`config.mk`:
```
export PLATFORM = sky130hd
export DESIGN_NAME = rvvi_retire_sequencer_flat
export DESIGN_NICKNAME = d
export VERILOG_FILES = /design/src/rtl/rvvi_retire_sequencer_if.sv /design/src/rtl/rvvi_retire_sequencer.sv /design/src/flat_wrapper.sv
export SDC_FILE = /design/constraint.sdc
export NUM_CORES = 1
export LEC_CHECK = 0
export BUFFER_PORTS_ARGS = -buffer_cell sky130_fd_sc_hd__buf_4
export CORE_MARGIN = 2
export CORE_UTILIZATION = 47
export CTS_CLUSTER_DIAMETER = 120
export CTS_CLUSTER_SIZE = 16
export DETAILED_ROUTE_END_ITERATION = 10
export PLACE_DENSITY = 0.7
export SYNTH_ARGS = -nofsm -noshare
export SYNTH_HDL_FRONTEND = slang
export SYNTH_SLANG_ARGS = --single-unit
```
`constraint.sdc`:
```
create_clock -name clk -period 5.39 [get_ports clk]
set_clock_uncertainty 0.1 [all_clocks]
set_input_delay 1.078 -clock clk [delete_from_list [all_inputs] [get_ports clk]]
set_output_delay 1.078 -clock clk [all_outputs]
set_load 0.01 [all_outputs]
```
`src/rtl/rvvi_retire_sequencer_if.sv`:
```
// Bundle of the per-slot retirement inputs and the serialized record stream.
// The sequencer takes the slave modport; the trace source/consumer side takes master.
interface rvvi_retire_sequencer_if #(
    parameter int unsigned ILEN   = 32,
    parameter int unsigned XLEN   = 64,
    parameter int unsigned NHART  = 1,
    parameter int unsigned RETIRE = 1,
    parameter int unsigned DEPTH  = 8
);
    localparam int unsigned NSLOT = NHART * RETIRE;
    localparam int unsigned HW    = (NHART > 1) ? $clog2(NHART) : 1;
    localparam int unsigned RW    = (RETIRE > 1) ? $clog2(RETIRE) : 1;
    localparam int unsigned CW    = $clog2(DEPTH) + 1;

    logic [NSLOT-1:0]      in_valid;
    logic [NSLOT*ILEN-1:0] in_insn;
    logic [NSLOT*XLEN-1:0] in_pc;
    logic [NSLOT-1:0]      in_trap;

    logic                  out_valid;
    logic                  out_ready;
    logic [ILEN-1:0]       out_insn;
    logic                  out_compressed;
    logic [XLEN-1:0]       out_pc;
    logic                  out_trap;
    logic [HW-1:0]         out_hart;
    logic [RW-1:0]         out_ret;
    logic [CW-1:0]         count;
    logic                  overflow;
    logic [15:0]           drop_count;

    modport master (
        output in_valid, in_insn, in_pc, in_trap, out_ready,
        input  out_valid, out_insn, out_compressed, out_pc, out_trap, out_hart, out_ret,
        input  count, overflow, drop_count
    );

    modport slave (
        input  in_valid, in_insn, in_pc, in_trap, out_ready,
        output out_valid, out_insn, out_compressed, out_pc, out_trap, out_hart, out_ret,
        output count, overflow, drop_count
    );
endinterface

```
`src/rtl/rvvi_retire_sequencer.sv`:
```
// Compacts the valid retirement slots of all harts/ports into a FIFO and emits
// one record per cycle in retirement order, dropping (and counting) what does not fit.
module rvvi_retire_sequencer #(
    parameter int unsigned ILEN   = 32,
    parameter int unsigned XLEN   = 64,
    parameter int unsigned NHART  = 1,
    parameter int unsigned RETIRE = 1,
    parameter int unsigned DEPTH  = 8
) (
    input  logic                    clk,
    input  logic                    reset,
    rvvi_retire_sequencer_if.slave  bus
);
    localparam int unsigned NSLOT = NHART * RETIRE;
    localparam int unsigned HW    = (NHART > 1) ? $clog2(NHART) : 1;
    localparam int unsigned RW    = (RETIRE > 1) ? $clog2(RETIRE) : 1;
    localparam int unsigned PW    = $clog2(DEPTH);
    localparam int unsigned CW    = PW + 1;

    logic [ILEN-1:0] mem_insn_q [DEPTH];
    logic [XLEN-1:0] mem_pc_q   [DEPTH];
    logic            mem_trap_q [DEPTH];
    logic            mem_comp_q [DEPTH];
    logic [HW-1:0]   mem_hart_q [DEPTH];
    logic [RW-1:0]   mem_ret_q  [DEPTH];

    logic [PW-1:0] rd_ptr_q, rd_ptr_d, wr_ptr_q, wr_ptr_d;
    logic [CW-1:0] count_q, count_d;
    logic          overflow_q, overflow_d;
    logic [15:0]   drop_count_q, drop_count_d;

    logic            slot_wen  [NSLOT];
    logic [PW-1:0]   slot_idx  [NSLOT];
    logic [ILEN-1:0] slot_insn [NSLOT];
    logic            slot_comp [NSLOT];
    logic [HW-1:0]   slot_hart [NSLOT];
    logic [RW-1:0]   slot_ret  [NSLOT];

    logic [CW-1:0] free_space, rank, accepted, dropped;
    logic [16:0]   drop_sum;
    logic          pop;

    assign pop        = (count_q != '0) && bus.out_ready;
    assign free_space = CW'(DEPTH) - count_q;

    // Rank each valid slot among the valid ones; only the first free_space get an entry.
    always_comb begin
        rank     = '0;
        accepted = '0;
        dropped  = '0;
        for (int s = 0; s < NSLOT; s++) begin
            slot_wen[s]  = 1'b0;
            slot_idx[s]  = wr_ptr_q + rank[PW-1:0];
            slot_comp[s] = bus.in_insn[s*ILEN +: 2] != 2'b11;
            slot_insn[s] = bus.in_insn[s*ILEN +: ILEN];
            if (slot_comp[s]) begin
                slot_insn[s] = {{(ILEN-16){1'b0}}, bus.in_insn[s*ILEN +: 16]};
            end
            slot_hart[s] = HW'(s / RETIRE);
            slot_ret[s]  = RW'(s % RETIRE);
            if (bus.in_valid[s]) begin
                if (rank < free_space) begin
                    slot_wen[s] = 1'b1;
                    accepted    = accepted + CW'(1);
                end else begin
                    dropped = dropped + CW'(1);
                end
                rank = rank + CW'(1);
            end
        end
    end

    always_comb begin
        wr_ptr_d     = wr_ptr_q + accepted[PW-1:0];
        rd_ptr_d     = rd_ptr_q + PW'(pop);
        count_d      = count_q + accepted - CW'(pop);
        overflow_d   = overflow_q || (dropped != '0);
        drop_sum     = 17'(drop_count_q) + 17'(dropped);
        drop_count_d = drop_sum[16] ? 16'hFFFF : drop_sum[15:0];
    end

    always_ff @(posedge clk) begin
        if (reset) begin
            rd_ptr_q     <= '0;
            wr_ptr_q     <= '0;
            count_q      <= '0;
            overflow_q   <= 1'b0;
            drop_count_q <= '0;
            for (int i = 0; i < DEPTH; i++) begin
                mem_insn_q[i] <= '0;
                mem_pc_q[i]   <= '0;
                mem_trap_q[i] <= 1'b0;
                mem_comp_q[i] <= 1'b0;
                mem_hart_q[i] <= '0;
                mem_ret_q[i]  <= '0;
            end
        end else begin
            rd_ptr_q     <= rd_ptr_d;
            wr_ptr_q     <= wr_ptr_d;
            count_q      <= count_d;
            overflow_q   <= overflow_d;
            drop_count_q <= drop_count_d;
            for (int s = 0; s < NSLOT; s++) begin
                if (slot_wen[s]) begin
                    mem_insn_q[slot_idx[s]] <= slot_insn[s];
                    mem_pc_q[slot_idx[s]]   <= bus.in_pc[s*XLEN +: XLEN];
                    mem_trap_q[slot_idx[s]] <= bus.in_trap[s];
                    mem_comp_q[slot_idx[s]] <= slot_comp[s];
                    mem_hart_q[slot_idx[s]] <= slot_hart[s];
                    mem_ret_q[slot_idx[s]]  <= slot_ret[s];
                end
            end
        end
    end

    assign bus.out_valid      = count_q != '0;
    assign bus.out_insn       = mem_insn_q[rd_ptr_q];
    assign bus.out_compressed = mem_comp_q[rd_ptr_q];
    assign bus.out_pc         = mem_pc_q[rd_ptr_q];
    assign bus.out_trap       = mem_trap_q[rd_ptr_q];
    assign bus.out_hart       = mem_hart_q[rd_ptr_q];
    assign bus.out_ret        = mem_ret_q[rd_ptr_q];
    assign bus.count          = count_q;
    assign bus.overflow       = overflow_q;
    assign bus.drop_count     = drop_count_q;
endmodule

```
`src/flat_wrapper.sv`:
```
// flat-port wrapper written by rule: the top's interface ports become plain ports
module rvvi_retire_sequencer_flat 
#(
    parameter int unsigned ILEN   = 32,
    parameter int unsigned XLEN   = 64,
    parameter int unsigned NHART  = 1,
    parameter int unsigned RETIRE = 1,
    parameter int unsigned DEPTH  = 8
)
  (clk, reset, bus_in_valid, bus_in_insn, bus_in_pc, bus_in_trap, bus_out_ready, bus_out_valid, bus_out_insn, bus_out_compressed, bus_out_pc, bus_out_trap, bus_out_hart, bus_out_ret, bus_count, bus_overflow, bus_drop_count);
  rvvi_retire_sequencer_if #(.ILEN(ILEN), .XLEN(XLEN), .NHART(NHART), .RETIRE(RETIRE), .DEPTH(DEPTH)) bus_i ();
  input  logic clk;
  input  logic reset;
  input wire logic [$bits(bus_i.in_valid)-1:0] bus_in_valid;
  input wire logic [$bits(bus_i.in_insn)-1:0] bus_in_insn;
  input wire logic [$bits(bus_i.in_pc)-1:0] bus_in_pc;
  input wire logic [$bits(bus_i.in_trap)-1:0] bus_in_trap;
  input wire logic [$bits(bus_i.out_ready)-1:0] bus_out_ready;
  output wire logic [$bits(bus_i.out_valid)-1:0] bus_out_valid;
  output wire logic [$bits(bus_i.out_insn)-1:0] bus_out_insn;
  output wire logic [$bits(bus_i.out_compressed)-1:0] bus_out_compressed;
  output wire logic [$bits(bus_i.out_pc)-1:0] bus_out_pc;
  output wire logic [$bits(bus_i.out_trap)-1:0] bus_out_trap;
  output wire logic [$bits(bus_i.out_hart)-1:0] bus_out_hart;
  output wire logic [$bits(bus_i.out_ret)-1:0] bus_out_ret;
  output wire logic [$bits(bus_i.count)-1:0] bus_count;
  output wire logic [$bits(bus_i.overflow)-1:0] bus_overflow;
  output wire logic [$bits(bus_i.drop_count)-1:0] bus_drop_count;
  assign bus_i.in_valid = bus_in_valid;
  assign bus_i.in_insn = bus_in_insn;
  assign bus_i.in_pc = bus_in_pc;
  assign bus_i.in_trap = bus_in_trap;
  assign bus_i.out_ready = bus_out_ready;
  assign bus_out_valid = bus_i.out_valid;
  assign bus_out_insn = bus_i.out_insn;
  assign bus_out_compressed = bus_i.out_compressed;
  assign bus_out_pc = bus_i.out_pc;
  assign bus_out_trap = bus_i.out_trap;
  assign bus_out_hart = bus_i.out_hart;
  assign bus_out_ret = bus_i.out_ret;
  assign bus_count = bus_i.count;
  assign bus_overflow = bus_i.overflow;
  assign bus_drop_count = bus_i.drop_count;
  rvvi_retire_sequencer #(.ILEN(ILEN), .XLEN(XLEN), .NHART(NHART), .RETIRE(RETIRE), .DEPTH(DEPTH)) u_core (.clk(clk), .reset(reset), .bus(bus_i));
endmodule
```
==> metrics.log, run 1 <==
INFO  metric clock_path_buffers = 3
INFO  metric vias = 19543
INFO  metric worst_ep_required_time = ~4200 ps
INFO  metric crit_cells = 4
INFO  metric tritoncts_num_sinks = 811
INFO  metric initial_utilization = a little under half
INFO  metric multi_input_comb_area = 11200 um2
INFO  metric synthDistinctLibCells = 44
INFO  metric finalSetupTns = 0 ps
INFO  metric combPwrFrac = between 20% and 30%
INFO  metric p_clk_share = 24.9%
INFO  metric hold_class = flip-flop to flip-flop
INFO  metric critical_path_arrival = 2970 ps
INFO  metric async_reset_ff_share = 0%
INFO  metric die_y = about 280 um
INFO  metric ys.flop_type = sky130_fd_sc_hd__edfxtp_1
INFO  metric number_of_fillers_in_the_final_layout = 5994
INFO  metric post-synth-top-area-cell = sky130_fd_sc_hd__edfxtp_1
INFO  metric synthesis.yosys.warnings = 0
INFO  metric worstSetupStartpointType = flip-flop
INFO  metric yosys-top-cells-count = sky130_fd_sc_hd__edfxtp_1 (784), sky130_fd_sc_hd__and2_1 (488), sky130_fd_sc_hd__mux4_2 (196), sky130_fd_sc_hd__and3_1 (166), sky130_fd_sc_hd__nor2_1 (155)
INFO  metric antenna_violating_nets_post_route = 0
INFO  metric slowest_cell_on_the_critical_path = sky130_fd_sc_hd__dfxtp_4
INFO  metric route.final.wire_length = 84.8 mm
INFO  metric finalWeightedCongestion = roughly 0.79
INFO  metric placementRows = 101
INFO  metric io-pin-count = 223
INFO  metric ff2ff_setup_slack = ~1800 ps
INFO  metric largest_net_degree_at_the_start_of_global_routing = 85
INFO  metric transition_time_at_the_pin_with_the_least_slew_margin = 1100 ps
INFO  metric clk_transition_reported_paths = ~80 ps
INFO  metric worst_slew_margin_rel = between 20 and 30%
INFO  metric final_area = 40300 um2
INFO  metric chipWidth = around 280 um
INFO  metric drv.max_cap_violation_count = 0
INFO  metric syn-cell-area = between 30000 and 40000 um2
INFO  metric timing.final.crit_period = 4150 ps
INFO  metric r2r.worst_path.cells = 8
INFO  metric number_of_setup_violations_in_the_final_report = 0
INFO  metric wire_length_of_the_first_global_routing_pass = about 130 mm
INFO  metric track_usage = 21.6%
INFO  metric cts.hold.buffers_added = 0
INFO  metric sequential_power_share = roughly half
INFO  metric final_min_period_over_clock_period = around three quarters
INFO  metric htree_num_levels = 2
INFO  metric final_max_slew_viol_count = 0
INFO  metric dp.final_hpwl = 49.7 mm
INFO  metric crit_top_cell = sky130_fd_sc_hd__buf_4
INFO  metric post_layout_nonfiller_instances = approximately 3400
INFO  metric run_status = finished clean
INFO  metric place_area = 38800 um2
INFO  metric power.internal = 11.3 mW
INFO  metric postCtsResizedCells = 0
INFO  metric power.density = 386 nW/um2
INFO  metric clock-root-buffer = sky130_fd_sc_hd__clkbuf_16
INFO  metric synth_area_per_cell = 16.2 um2
INFO  metric antenna_found_initial = 12
INFO  metric crit-reg2reg-capture = u_core.mem_pc_q[1][50]$_SDFFCE_PN0P_
INFO  metric grt-ovfl-total = 0
INFO  metric critPathMaxFanout = 33
INFO  metric power_switching_share = 27.5%
INFO  metric critical_path.n_buffers_inverters = 2
INFO  metric timing.critical_path.from = u_core.rd_ptr_q[0]$_SDFF_PP0_
INFO  metric power.ir.vdd_worst = 0.000258 V
INFO  metric holdWs = 402 ps
INFO  metric register_area = 24100 um2
INFO  metric worstSetupEndpointType = primary output
INFO  metric port_buffers = 220
INFO  metric synth_most_common_cell = sky130_fd_sc_hd__edfxtp_1
INFO  metric detail_route.vias_per_cell = 5.80
INFO  metric area_delta_synth_final = 12.4%
INFO  metric worst_skew_pair.late_latency = 630 ps
INFO  metric p_switching = roughly 4.3 mW
INFO  metric grt_setup_unrepaired = false
INFO  metric total_clock_buffers_created_by_cts = 56
INFO  metric fp.coreArea = 75700 um2
INFO  metric max_clock_freq = about 240 MHz
INFO  metric synth-edff-count = between 700 and 800
INFO  metric die_area = 78500 um2
INFO  metric finish.net_count = 2488
INFO  metric setup.worst_path.class = flip-flop to primary output
INFO  metric total_power = 15.6 mW
INFO  metric synth_area_leaders = sky130_fd_sc_hd__edfxtp_1 (66%), sky130_fd_sc_hd__mux4_2 (12%), sky130_fd_sc_hd__and2_1 (8.5%)
INFO  metric postCtsSetupRepairBufs = 0
INFO  metric p_leak = approximately 15 nW
INFO  metric drt_iter0_markers = 1897
INFO  metric drc = 0
INFO  metric crit_path_cells = buf_4, mux4_2, mux2_2, buf_4
INFO  metric cts_tree = built
INFO  metric crit_end = bus_out_insn[13]
INFO  metric placed_cells = 3294
INFO  metric seq_area_frac_synth = ~67%
INFO  metric synth_top_cell_area_share = 65.7%
INFO  metric reg2reg_from = u_core.bus.count[1]$_SDFF_PP0_
INFO  metric worst_path_dominant_cell_family = flip-flops
INFO  metric final-hold-violation-count = 0
INFO  metric routedWlPerCell = approximately 25 um
INFO  metric first_pass_iters = 5
INFO  metric first_global_vias = about 20000
INFO  metric layout-drive-gt1-share = between 20% and 30%
INFO  metric yosys_register_bits = 811
INFO  metric synthCells = 2208
INFO  metric critPathMaxStageDelay = 880 ps
stage by stage:
step                      util, %  setup WS (ps)
after floorplan                 -            484
after global routing         53.2           1090
final                        53.2           1240
after CTS                    53.2           1170
after global placement       51.2           1380
after detailed placement     51.2           1360
power by group through the flow:
stage | Sequential [mW] | Combinational (mW) | Clock, mW
6_report | 7.70 | 3.99 | 3.87
5_1_grt | 7.74 | 4.27 | 4.14
4_1_cts | 7.70 | 4.08 | 3.94
3_5_place_dp | 7.84 | 4.06 | 0
3_3_place_gp | 7.80 | 4.02 | 0
2_1_floorplan | 7.70 | 2.53 | 0
metal layers:
layer | share of wire, % | GRT usage (%)
met1 | 41 | 29.1
met3 | 5.8 | 3.47
met2 | 51 | 36.7
met5 | 0.11 | 0
met4 | 2.3 | 6.13
worst reg2reg max path: stages, from the launching register on:
cell,delay (ps)
sky130_fd_sc_hd__dfxtp_1,380
sky130_fd_sc_hd__inv_1,120
sky130_fd_sc_hd__ha_1,250
sky130_fd_sc_hd__xor2_2,300
sky130_fd_sc_hd__o211a_4,740
sky130_fd_sc_hd__nand3_1,170
sky130_fd_sc_hd__buf_4,260
sky130_fd_sc_hd__nand2b_4,470
sky130_fd_sc_hd__buf_4,460
kinds of logic after synthesis:
| kind of cell | count (synthesis) | share of synthesized area [%] |
|---|---|---|
| AO/OA/AOI/OAI | 23 | 0.429 |
| XOR/XNOR | 13 | 0.339 |
| adder cells (fa/ha/maj) | 13 | 0.475 |
| buffers and inverters | 173 | 1.97 |
| flip-flops | 811 | 67.2 |
| multiplexers | 295 | 15.4 |
| other | 1 | 0.0105 |
| AND/OR/NAND/NOR | 879 | 14.2 |
cell usage in the layout (no fill, tap or decap), types with 4 or more instances in the layout:
| cell type | Yosys | routed |
|---|---|---|
| sky130_fd_sc_hd__a21oi_1 | 13 | 13 |
| sky130_fd_sc_hd__and3_1 | 166 | 165 |
| sky130_fd_sc_hd__nand2b_4 | 0 | 8 |
| sky130_fd_sc_hd__nor2_1 | 155 | 153 |
| sky130_fd_sc_hd__clkbuf_1 | 126 | 10 |
| sky130_fd_sc_hd__diode_2 | 0 | 4 |
| sky130_fd_sc_hd__xor2_1 | 4 | 4 |
| sky130_fd_sc_hd__xnor2_1 | 8 | 8 |
| sky130_fd_sc_hd__nor3_1 | 7 | 6 |
| sky130_fd_sc_hd__ha_1 | 12 | 12 |
| sky130_fd_sc_hd__mux4_2 | 196 | 196 |
| sky130_fd_sc_hd__edfxtp_1 | 784 | 784 |
| sky130_fd_sc_hd__nand3_1 | 6 | 6 |
| sky130_fd_sc_hd__dfxtp_1 | 27 | 24 |
| sky130_fd_sc_hd__mux2_2 | 98 | 98 |
| sky130_fd_sc_hd__nand2_1 | 25 | 25 |
| sky130_fd_sc_hd__and2_1 | 488 | 488 |
| sky130_fd_sc_hd__nor2b_1 | 7 | 6 |
| sky130_fd_sc_hd__clkbuf_16 | 0 | 56 |
| sky130_fd_sc_hd__nand4_1 | 4 | 4 |
| sky130_fd_sc_hd__buf_4 | 2 | 251 |
| sky130_fd_sc_hd__inv_1 | 9 | 9 |
| sky130_fd_sc_hd__buf_12 | 0 | 20 |
area by class of cell:
| type | count | area share (%) |
|---|---|---|
| clock inverters | 3 | 0.0808 |
| clock buffers | 66 | 3.57 |
| diodes | 4 | 0.0249 |
| repair buffers | 271 | 5.67 |
| well taps | 978 | 3.04 |
| multi-input cells | 1225 | 27.7 |
| inverters | 9 | 0.0839 |
| flip-flops and latches | 811 | 59.8 |
state kept, by name, summed over array words and instances (netlist names):
name and flops:
u_core.bus.count 4, u_core.bus.drop_count 16, u_core.bus.overflow 1, u_core.mem_comp_q 8, u_core.mem_insn_q 256, u_core.mem_pc_q 512, u_core.mem_trap_q 8, u_core.rd_ptr_q 3
u_core.wr_ptr_q 3
worst min-delay path by stage:
stage | depth (start not counted) | endpoint | slack (ps) | start
after CTS | 2 | u_core.bus.overflow$_SDFF_PP0_ | 410 | u_core.bus.overflow$_SDFF_PP0_
after global routing | 2 | u_core.bus.overflow$_SDFF_PP0_ | 420 | u_core.bus.overflow$_SDFF_PP0_
after detailed placement | 2 | u_core.bus.overflow$_SDFF_PP0_ | 390 | u_core.bus.overflow$_SDFF_PP0_
final | 2 | u_core.bus.overflow$_SDFF_PP0_ | 400 | u_core.bus.overflow$_SDFF_PP0_
after global placement | 2 | u_core.bus.overflow$_SDFF_PP0_ | 390 | u_core.bus.overflow$_SDFF_PP0_
after floorplan | 2 | u_core.bus.overflow$_SDFF_PP0_ | 400 | u_core.bus.overflow$_SDFF_PP0_
Power figures use the tool's default switching activity.
==> inputs of run 2 (changes only) <==
--- a/config.mk
+++ b/config.mk
@@ -11,7 +11,7 @@
 export CTS_CLUSTER_DIAMETER = 120
 export CTS_CLUSTER_SIZE = 16
 export DETAILED_ROUTE_END_ITERATION = 10
-export PLACE_DENSITY = 0.7
+export PLACE_DENSITY = 0.73
 export SYNTH_ARGS = -nofsm -noshare
 export SYNTH_HDL_FRONTEND = slang
 export SYNTH_SLANG_ARGS = --single-unit
==> constraint.sdc (replaced) <==
create_clock -name clk -period 3.6 [get_ports clk]
set_clock_uncertainty 0.1 [all_clocks]
set_input_delay 0.72 -clock clk [delete_from_list [all_inputs] [get_ports clk]]
set_output_delay 0.72 -clock clk [all_outputs]
set_load 0.01 [all_outputs]
==> metrics.log, run 2 (same netlist as run 1, synthesis figures left out) <==
INFO  metric run_status = finished clean (unchanged)
INFO  metric finalWorstSetupSlack = 177 ps (was 1240 ps)
INFO  metric io-pin-count = 223 (unchanged)
INFO  metric final_max_slew_viol_count = 0 (unchanged)
INFO  metric p_leak = 15.1 nW (was 14.9 nW)
INFO  metric chipWidth = 280 um (unchanged)
INFO  metric final_min_period_over_clock_period = a little over nine tenths
INFO  metric antenna_cells_inserted = 0 (was 4)
INFO  metric total_clock_buffers_created_by_cts = 56 (unchanged)
INFO  metric crit_path_cells = buf_4, mux4_2, mux2_2, buf_4 (unchanged)
INFO  metric antenna_found_initial = 6 (was 12)
INFO  metric wire_length_of_the_first_global_routing_pass = 134 mm (was 127 mm)
INFO  metric track_usage = 23.0% (was 21.6%)
INFO  metric finish.net_count = 2510 (was 2488)
INFO  metric slowest_cell_on_the_critical_path = sky130_fd_sc_hd__dfxtp_4 (unchanged)
INFO  metric clock-root-buffer = sky130_fd_sc_hd__clkbuf_16 (unchanged)
INFO  metric layout_commonest_cell = sky130_fd_sc_hd__edfxtp_1 (unchanged)
INFO  metric finalSetupTns = 0 ps (unchanged)
INFO  metric route.final.wire_length = 90.3 mm (was 84.8 mm)
INFO  metric worstSetupEndpointType = primary output (unchanged)
INFO  metric critical_path.n_buffers_inverters = 2 (unchanged)
INFO  metric setup.worst_path.class = flip-flop to primary output (unchanged)
INFO  metric worst_ep_required_time = 2780 ps (was 4210 ps)
INFO  metric largest_register_ff_count = 512 (unchanged)
INFO  metric detail_route.wirelength.met1 = 35.1 mm (was 34.5 mm)
INFO  metric placementRows = 101 (unchanged)
INFO  metric clock_path_buffers = 3 (unchanged)
INFO  metric htree_num_levels = 2 (unchanged)
INFO  metric fp.coreArea = 75700 um2 (unchanged)
INFO  metric route.met2.wl = 47.1 mm (was 43.3 mm)
INFO  metric number_of_fillers_in_the_final_layout = 5882 (was 5994)
INFO  metric drc = 0 (unchanged)
INFO  metric grt-ovfl-total = 0 (unchanged)
INFO  metric worst_path_dominant_cell_family = multiplexers (was flip-flops)
INFO  metric vias = 19904 (was 19543)
INFO  metric drt_iter0_markers = 1800 (was 1897)
INFO  metric critical_path_arrival = 2600 ps (was 2970 ps)
INFO  metric largest_net_degree_at_the_start_of_global_routing = 97 (was 85)
INFO  metric grt_setup_unrepaired = false (unchanged)
INFO  metric timing.final.crit_period = 3420 ps
INFO  metric met3_wirelength = 5.95 mm (was 4.94 mm)
INFO  metric detail_route.vias_per_cell = 5.88 (was 5.80)
INFO  metric layout-drive-gt1-share = 27.9% (was 27.2%)
INFO  metric first_pass_iters = 5 (unchanged)
INFO  metric die_y = 280 um (unchanged)
INFO  metric power.ir.vdd_worst = 0.000397 V (was 0.000258 V)
INFO  metric max_flop_register = u_core.mem_pc_q (unchanged)
INFO  metric final-hold-violation-count = 0 (unchanged)
INFO  metric worst_slew_margin_rel = 25.0% (was 26.8%)
INFO  metric register_area = 24100 um2 (unchanged)
INFO  metric transition_time_at_the_pin_with_the_least_slew_margin = 1130 ps (was 1100 ps)
INFO  metric die_area = 78500 um2 (unchanged)
INFO  metric holdWs = 303 ps (was 402 ps)
INFO  metric postCtsResizedCells = 0 (unchanged)
INFO  metric max_clock_freq = approximately 290 MHz
INFO  metric final_area = 40700 um2 (was 40300 um2)
INFO  metric first_global_vias = 21113 (was 20390)
INFO  metric power.density = 577 nW/um2 (was 386 nW/um2)
INFO  metric multi_input_comb_area = 11200 um2 (unchanged)
INFO  metric highest_metal_used = met5 (unchanged)
INFO  metric initial_utilization = 47.3% (unchanged)
INFO  metric antenna_violating_nets_post_route = 0 (unchanged)
INFO  metric critPathMaxFanout = 25 (was 33)
INFO  metric port_buffers = 220 (unchanged)
INFO  metric area_delta_synth_final = 13.5% (was 12.4%)
INFO  metric leading_cell_types_in_the_layout_fill_and_taps_excluded = sky130_fd_sc_hd__edfxtp_1 (784), sky130_fd_sc_hd__and2_1 (488), sky130_fd_sc_hd__buf_4 (256) (was sky130_fd_sc_hd__edfxtp_1 (784), sky130_fd_sc_hd__and2_1 (488), sky130_fd_sc_hd__buf_4 (251))
INFO  metric routedWlPerCell = 26.7 um (was 25.2 um)
INFO  metric finalWeightedCongestion = 0.771 (was 0.787)
INFO  metric place_ws = 614 ps (was 1360 ps)
INFO  metric critPathMaxStageDelay = 650 ps (was 880 ps)
INFO  metric tritoncts_num_sinks = 811 (unchanged)
INFO  metric clk_transition_reported_paths = 70 ps (was 80 ps)
INFO  metric final_util = 53.7% (was 53.2%)
INFO  metric number_of_setup_violations_in_the_final_report = 0 (unchanged)
INFO  metric hold_class = input port to flip-flop (was flip-flop to flip-flop)
INFO  metric crit_top_cell = sky130_fd_sc_hd__buf_4 (unchanged)
INFO  metric drv.max_cap_violation_count = 0 (unchanged)
INFO  metric dp.final_hpwl = 48.6 mm (was 49.7 mm)
INFO  metric place_area = 39100 um2 (was 38800 um2)
INFO  metric cts_tree = built (unchanged)
INFO  metric worstSetupStartpointType = flip-flop (unchanged)
INFO  metric worst_skew_pair.late_latency = 620 ps (was 630 ps)
[run 2: layer usage]
layer / global-route usage (%) / vias up
met3: 3.81 / 130
met4: 6.10 / 12
met5: 0 / -
met2: 41.3 / 691
met1: 28.9 / 10458
li1: - / 8613
[run 2: report_power, final]
part           internal, mW  switching [mW]  leakage (nW)
logic                  3.06            3.20          6.04
clock network          2.81            3.03         0.724
registers              11.1           0.258          8.34
total                  17.0            6.48          15.1
[run 2: repair_timing]
item	in CTS	in global routing
hold buffers	0	0
buffers inserted	6	0
setup endpoints to repair	40	0
[run 2: cell type report]
class,count,share of cell area [%]
clock buffers,67,3.55
flip-flops and latches,811,59.2
inverters,9,0.0831
well taps,978,3.01
multi-input cells,1225,27.4
repair buffers,293,6.55
clock inverters,4,0.138
[run 2: final timing paths]
kind	start	end	slack [ps]	cells after the start
max reg2reg	u_core.bus.count[1]$_SDFF_PP0_	u_core.mem_insn_q[5][9]$_SDFFCE_PN0P_	640	7
min	bus_in_pc[27]	u_core.mem_pc_q[5][27]$_SDFFCE_PN0P_	300	2
min reg2reg	u_core.bus.overflow$_SDFF_PP0_	u_core.bus.overflow$_SDFF_PP0_	430	2
max	u_core.rd_ptr_q[1]$_SDFF_PP0_	bus_out_insn[28]	180	4
[run 2: per-stage QoR]
stage	instances	total power [mW]
4_1_cts	3387	23.7
3_3_place_gp	3310	17.7
2_1_floorplan	2209	15.3
3_5_place_dp	3310	17.9
5_1_grt	3387	24.4
6_report	3387	23.5
==> inputs of run 3 (changes only) <==
--- a/config.mk
+++ b/config.mk
@@ -11,7 +11,7 @@
 export CTS_CLUSTER_DIAMETER = 120
 export CTS_CLUSTER_SIZE = 16
 export DETAILED_ROUTE_END_ITERATION = 10
-export PLACE_DENSITY = 0.73
+export PLACE_DENSITY = 0.75
 export SYNTH_ARGS = -nofsm -noshare
 export SYNTH_HDL_FRONTEND = slang
 export SYNTH_SLANG_ARGS = --single-unit
==> metrics.log, run 3 (same netlist as run 1, synthesis figures left out) <==
INFO  metric htree_num_levels = 2 (unchanged)
INFO  metric worst_skew_pair.late_latency = 610 ps (was 620 ps)
INFO  metric worst_ep_required_time = 2780 ps (about the same)
INFO  metric total_clock_buffers_created_by_cts = 56 (unchanged)
INFO  metric fp.coreArea = 75700 um2 (unchanged)
INFO  metric p_switching = 6.42 mW (was 6.48 mW)
INFO  metric transition_time_at_the_pin_with_the_least_slew_margin = 1190 ps (was 1130 ps)
INFO  metric critical_path.n_buffers_inverters = 2 (unchanged)
INFO  metric critical_path_arrival = 2580 ps (was 2600 ps)
INFO  metric timing.final.crit_period = 3400 ps (was 3420 ps)
INFO  metric io-pin-count = 223 (unchanged)
INFO  metric finalSetupTns = 0 ps (unchanged)
INFO  metric finalWeightedCongestion = 0.771 (about the same)
INFO  metric chipWidth = 280 um (unchanged)
INFO  metric vias = 19745 (was 19904)
INFO  metric clk_transition_reported_paths = 80 ps (was 70 ps)
INFO  metric ff2ff_setup_slack = 480 ps (was 640 ps)
INFO  metric leading_cell_types_in_the_layout_fill_and_taps_excluded = sky130_fd_sc_hd__edfxtp_1 (784), sky130_fd_sc_hd__and2_1 (488), sky130_fd_sc_hd__buf_4 (249) (was sky130_fd_sc_hd__edfxtp_1 (784), sky130_fd_sc_hd__and2_1 (488), sky130_fd_sc_hd__buf_4 (256))
INFO  metric power.internal = 16.9 mW (was 17.0 mW)
INFO  metric sequential_power_share = 48.9% (was 48.5%)
INFO  metric antenna_found_initial = 5 (was 6)
INFO  metric final_min_period_over_clock_period = 94.4% (was 95.1%)
INFO  metric routedWlPerCell = 25.8 um (was 26.7 um)
INFO  metric hold_class = input port to flip-flop (unchanged)
INFO  metric post_layout_nonfiller_instances = 3372 (was 3387)
INFO  metric grt-ovfl-total = 0 (unchanged)
INFO  metric met3_wirelength = 5.85 mm (was 5.95 mm)
INFO  metric critPathMaxStageDelay = 550 ps (was 650 ps)
INFO  metric final-hold-violation-count = 0 (unchanged)
INFO  metric largest_register_ff_count = 512 (unchanged)
INFO  metric die_area = 78500 um2 (unchanged)
INFO  metric critPathMaxFanout = 81 (was 25)
INFO  metric final_max_slew_viol_count = 0 (unchanged)
INFO  metric power.density = 578 nW/um2 (was 577 nW/um2)
INFO  metric placementRows = 101 (unchanged)
INFO  metric worstHoldStart = bus_in_pc[23] (was bus_in_pc[27])
INFO  metric drv.max_cap_violation_count = 0 (unchanged)
INFO  metric place_area = 38900 um2 (was 39100 um2)
INFO  metric r2r.worst_path.cells = 7 (unchanged)
INFO  metric highest_metal_used = met5 (unchanged)
INFO  metric antenna_violating_nets_post_route = 0 (unchanged)
INFO  metric setup.worst_path.class = flip-flop to primary output (unchanged)
INFO  metric worst_path_dominant_cell_family = multiplexers (unchanged)
INFO  metric clock-root-buffer = sky130_fd_sc_hd__clkbuf_16 (unchanged)
INFO  metric grt_setup_unrepaired = false (unchanged)
INFO  metric hold_depth = 2 (unchanged)
INFO  metric p_leak = 15.0 nW (was 15.1 nW)
INFO  metric worst_slew_margin_rel = 20.5% (was 25.0%)
INFO  metric dp.final_hpwl = 47.5 mm (was 48.6 mm)
INFO  metric route.met2.wl = 44.3 mm (was 47.1 mm)
INFO  metric slowest_cell_on_the_critical_path = sky130_fd_sc_hd__dfxtp_4 (unchanged)
INFO  metric port_buffers = 220 (unchanged)
INFO  metric placed_cells = 3293 (was 3310)
INFO  metric power.ir.vdd_worst = 0.000414 V (was 0.000397 V)
INFO  metric finish.net_count = 2493 (was 2510)
INFO  metric layout_commonest_cell = sky130_fd_sc_hd__edfxtp_1 (unchanged)
INFO  metric clock_path_buffers = 3 (unchanged)
INFO  metric max_clock_freq = 294 MHz (was 292 MHz)
INFO  metric worstSetupEndpointType = primary output (unchanged)
INFO  metric p_clk_share = 25.1% (was 24.9%)
INFO  metric max_flop_register = u_core.mem_pc_q (unchanged)
INFO  metric initial_utilization = 47.3% (unchanged)
INFO  metric cts_tree = built (unchanged)
INFO  metric crit-reg2reg-capture = u_core.mem_pc_q[7][27]$_SDFFCE_PN0P_ (was u_core.mem_insn_q[5][9]$_SDFFCE_PN0P_)
INFO  metric wire_length_of_the_first_global_routing_pass = 131 mm (was 134 mm)
INFO  metric total_power = 23.4 mW (was 23.5 mW)
INFO  metric layout-drive-gt1-share = 27.3% (was 27.9%)
INFO  metric first_pass_iters = 5 (unchanged)
INFO  metric track_usage = 22.3% (was 23.0%)
INFO  metric drt_iter0_markers = 1634 (was 1800)
INFO  metric drc = 0 (unchanged)
INFO  metric crit_path_cells = buf_12, mux4_2, mux2_2, buf_4 (was buf_4, mux4_2, mux2_2, buf_4)
INFO  metric final_area = 40400 um2 (was 40700 um2)
INFO  metric combPwrFrac = 26.1% (was 26.6%)
INFO  metric worstSetupStartpointType = flip-flop (unchanged)
INFO  metric tritoncts_num_sinks = 811 (unchanged)
INFO  metric run_status = finished clean (unchanged)
INFO  metric detail_route.vias_per_cell = 5.86 (was 5.88)
INFO  metric area_delta_synth_final = 12.8% (was 13.5%)
INFO  metric detail_route.wirelength.met1 = 35.2 mm (was 35.1 mm)
INFO  metric route.final.wire_length = 87.1 mm (was 90.3 mm)
INFO  metric first_global_vias = 20838 (was 21113)
INFO  metric worstHoldEndpoint = u_core.mem_pc_q[1][23]$_SDFFCE_PN0P_ (was u_core.mem_pc_q[5][27]$_SDFFCE_PN0P_)
INFO  metric largest_net_degree_at_the_start_of_global_routing = 83 (was 97)
INFO  metric number_of_setup_violations_in_the_final_report = 0 (unchanged)
INFO  metric die_y = 280 um (unchanged)
INFO  metric power_switching_share = 27.5% (was 27.6%)
INFO  metric reg2reg_from = u_core.bus.count[1]$_SDFF_PP0_ (unchanged)
==> run 3: changes by cell type in the layout (fill, tap and decap cells not counted), moves of 2 or more <==
cell,change
sky130_fd_sc_hd__buf_12,-12
sky130_fd_sc_hd__buf_16,+2
sky130_fd_sc_hd__buf_4,-7
sky130_fd_sc_hd__clkinv_8,-3
sky130_fd_sc_hd__diode_2,+3
==> run 3: worst max-delay path by stage <==
stage / startpoint / end / slack, ps / cells past startpoint
floorplan: reset / u_core.mem_comp_q[2]$_SDFFCE_PN0P_ / 150 / 5
global placement: reset / u_core.mem_pc_q[3][28]$_SDFFCE_PN0P_ / 560 / 5
detailed placement: reset / u_core.mem_pc_q[3][41]$_SDFFCE_PN0P_ / 520 / 5
CTS: u_core.rd_ptr_q[0]$_SDFF_PP0_ / bus_out_insn[4] / 20 / 4
global route: u_core.rd_ptr_q[0]$_SDFF_PP0_ / bus_out_pc[5] / 100 / 4
finish: u_core.rd_ptr_q[1]$_SDFF_PP0_ / bus_out_pc[49] / 200 / 4
==> run 3: cell type report <==
class / count / area [um2]
diodes: 3 / 7.51
clock inverters: 1 / 7.51
clock buffers: 69 / 1470
well taps: 978 / 1220
multi-input cells: 1225 / 11200
flip-flops and latches: 811 / 24100
fillers: 5911 / 35300
repair buffers: 276 / 2420
inverters: 9 / 33.8
==> run 3: worst reg2reg max path, stage by stage, from the launching register on <==
cell and delay (ps):
sky130_fd_sc_hd__dfxtp_1 410, sky130_fd_sc_hd__inv_1 150, sky130_fd_sc_hd__ha_1 250, sky130_fd_sc_hd__xor2_2 320, sky130_fd_sc_hd__o211ai_2 320, sky130_fd_sc_hd__or2_2 580, sky130_fd_sc_hd__nand2b_4 170, sky130_fd_sc_hd__buf_4 440
==> run 3: stage by stage <==
step	hold WS, ps	setup WS [ps]	utilization, %
floorplan	405	145	-
CTS	272	17.4	53.3
detailed placement	394	515	51.4
finish	316	203	53.4
global placement	390	562	51.4
global route	299	99.6	53.4
==> run 3: layer usage <==
metal / track usage (%) / vias up
li1: - / 8582
met1: 29.8 / 10311
met2: 38.3 / 718
met3: 3.36 / 128
met4: 5.62 / 6
met5: 0 / -
==> run 3: repair_timing <==
item / CTS / global route
endpoints found under the setup margin: 0 / 35
resized for setup: 0 / 2
buffers inserted: 0 / 6
hold buffers: 0 / 0
hold endpoints to repair: 0 / 0
==> run 3: power groups by stage <==
| stage | Sequential (mW) | Combinational (mW) | Clock [mW] |
|---|---|---|---|
| floorplan | 11.5 | 3.79 | 0 |
| finish | 11.4 | 6.09 | 5.86 |
| detailed placement | 11.6 | 6.09 | 0 |
| CTS | 11.4 | 6.12 | 5.96 |
| global route | 11.5 | 6.52 | 6.24 |
| global placement | 11.6 | 6.00 | 0 |
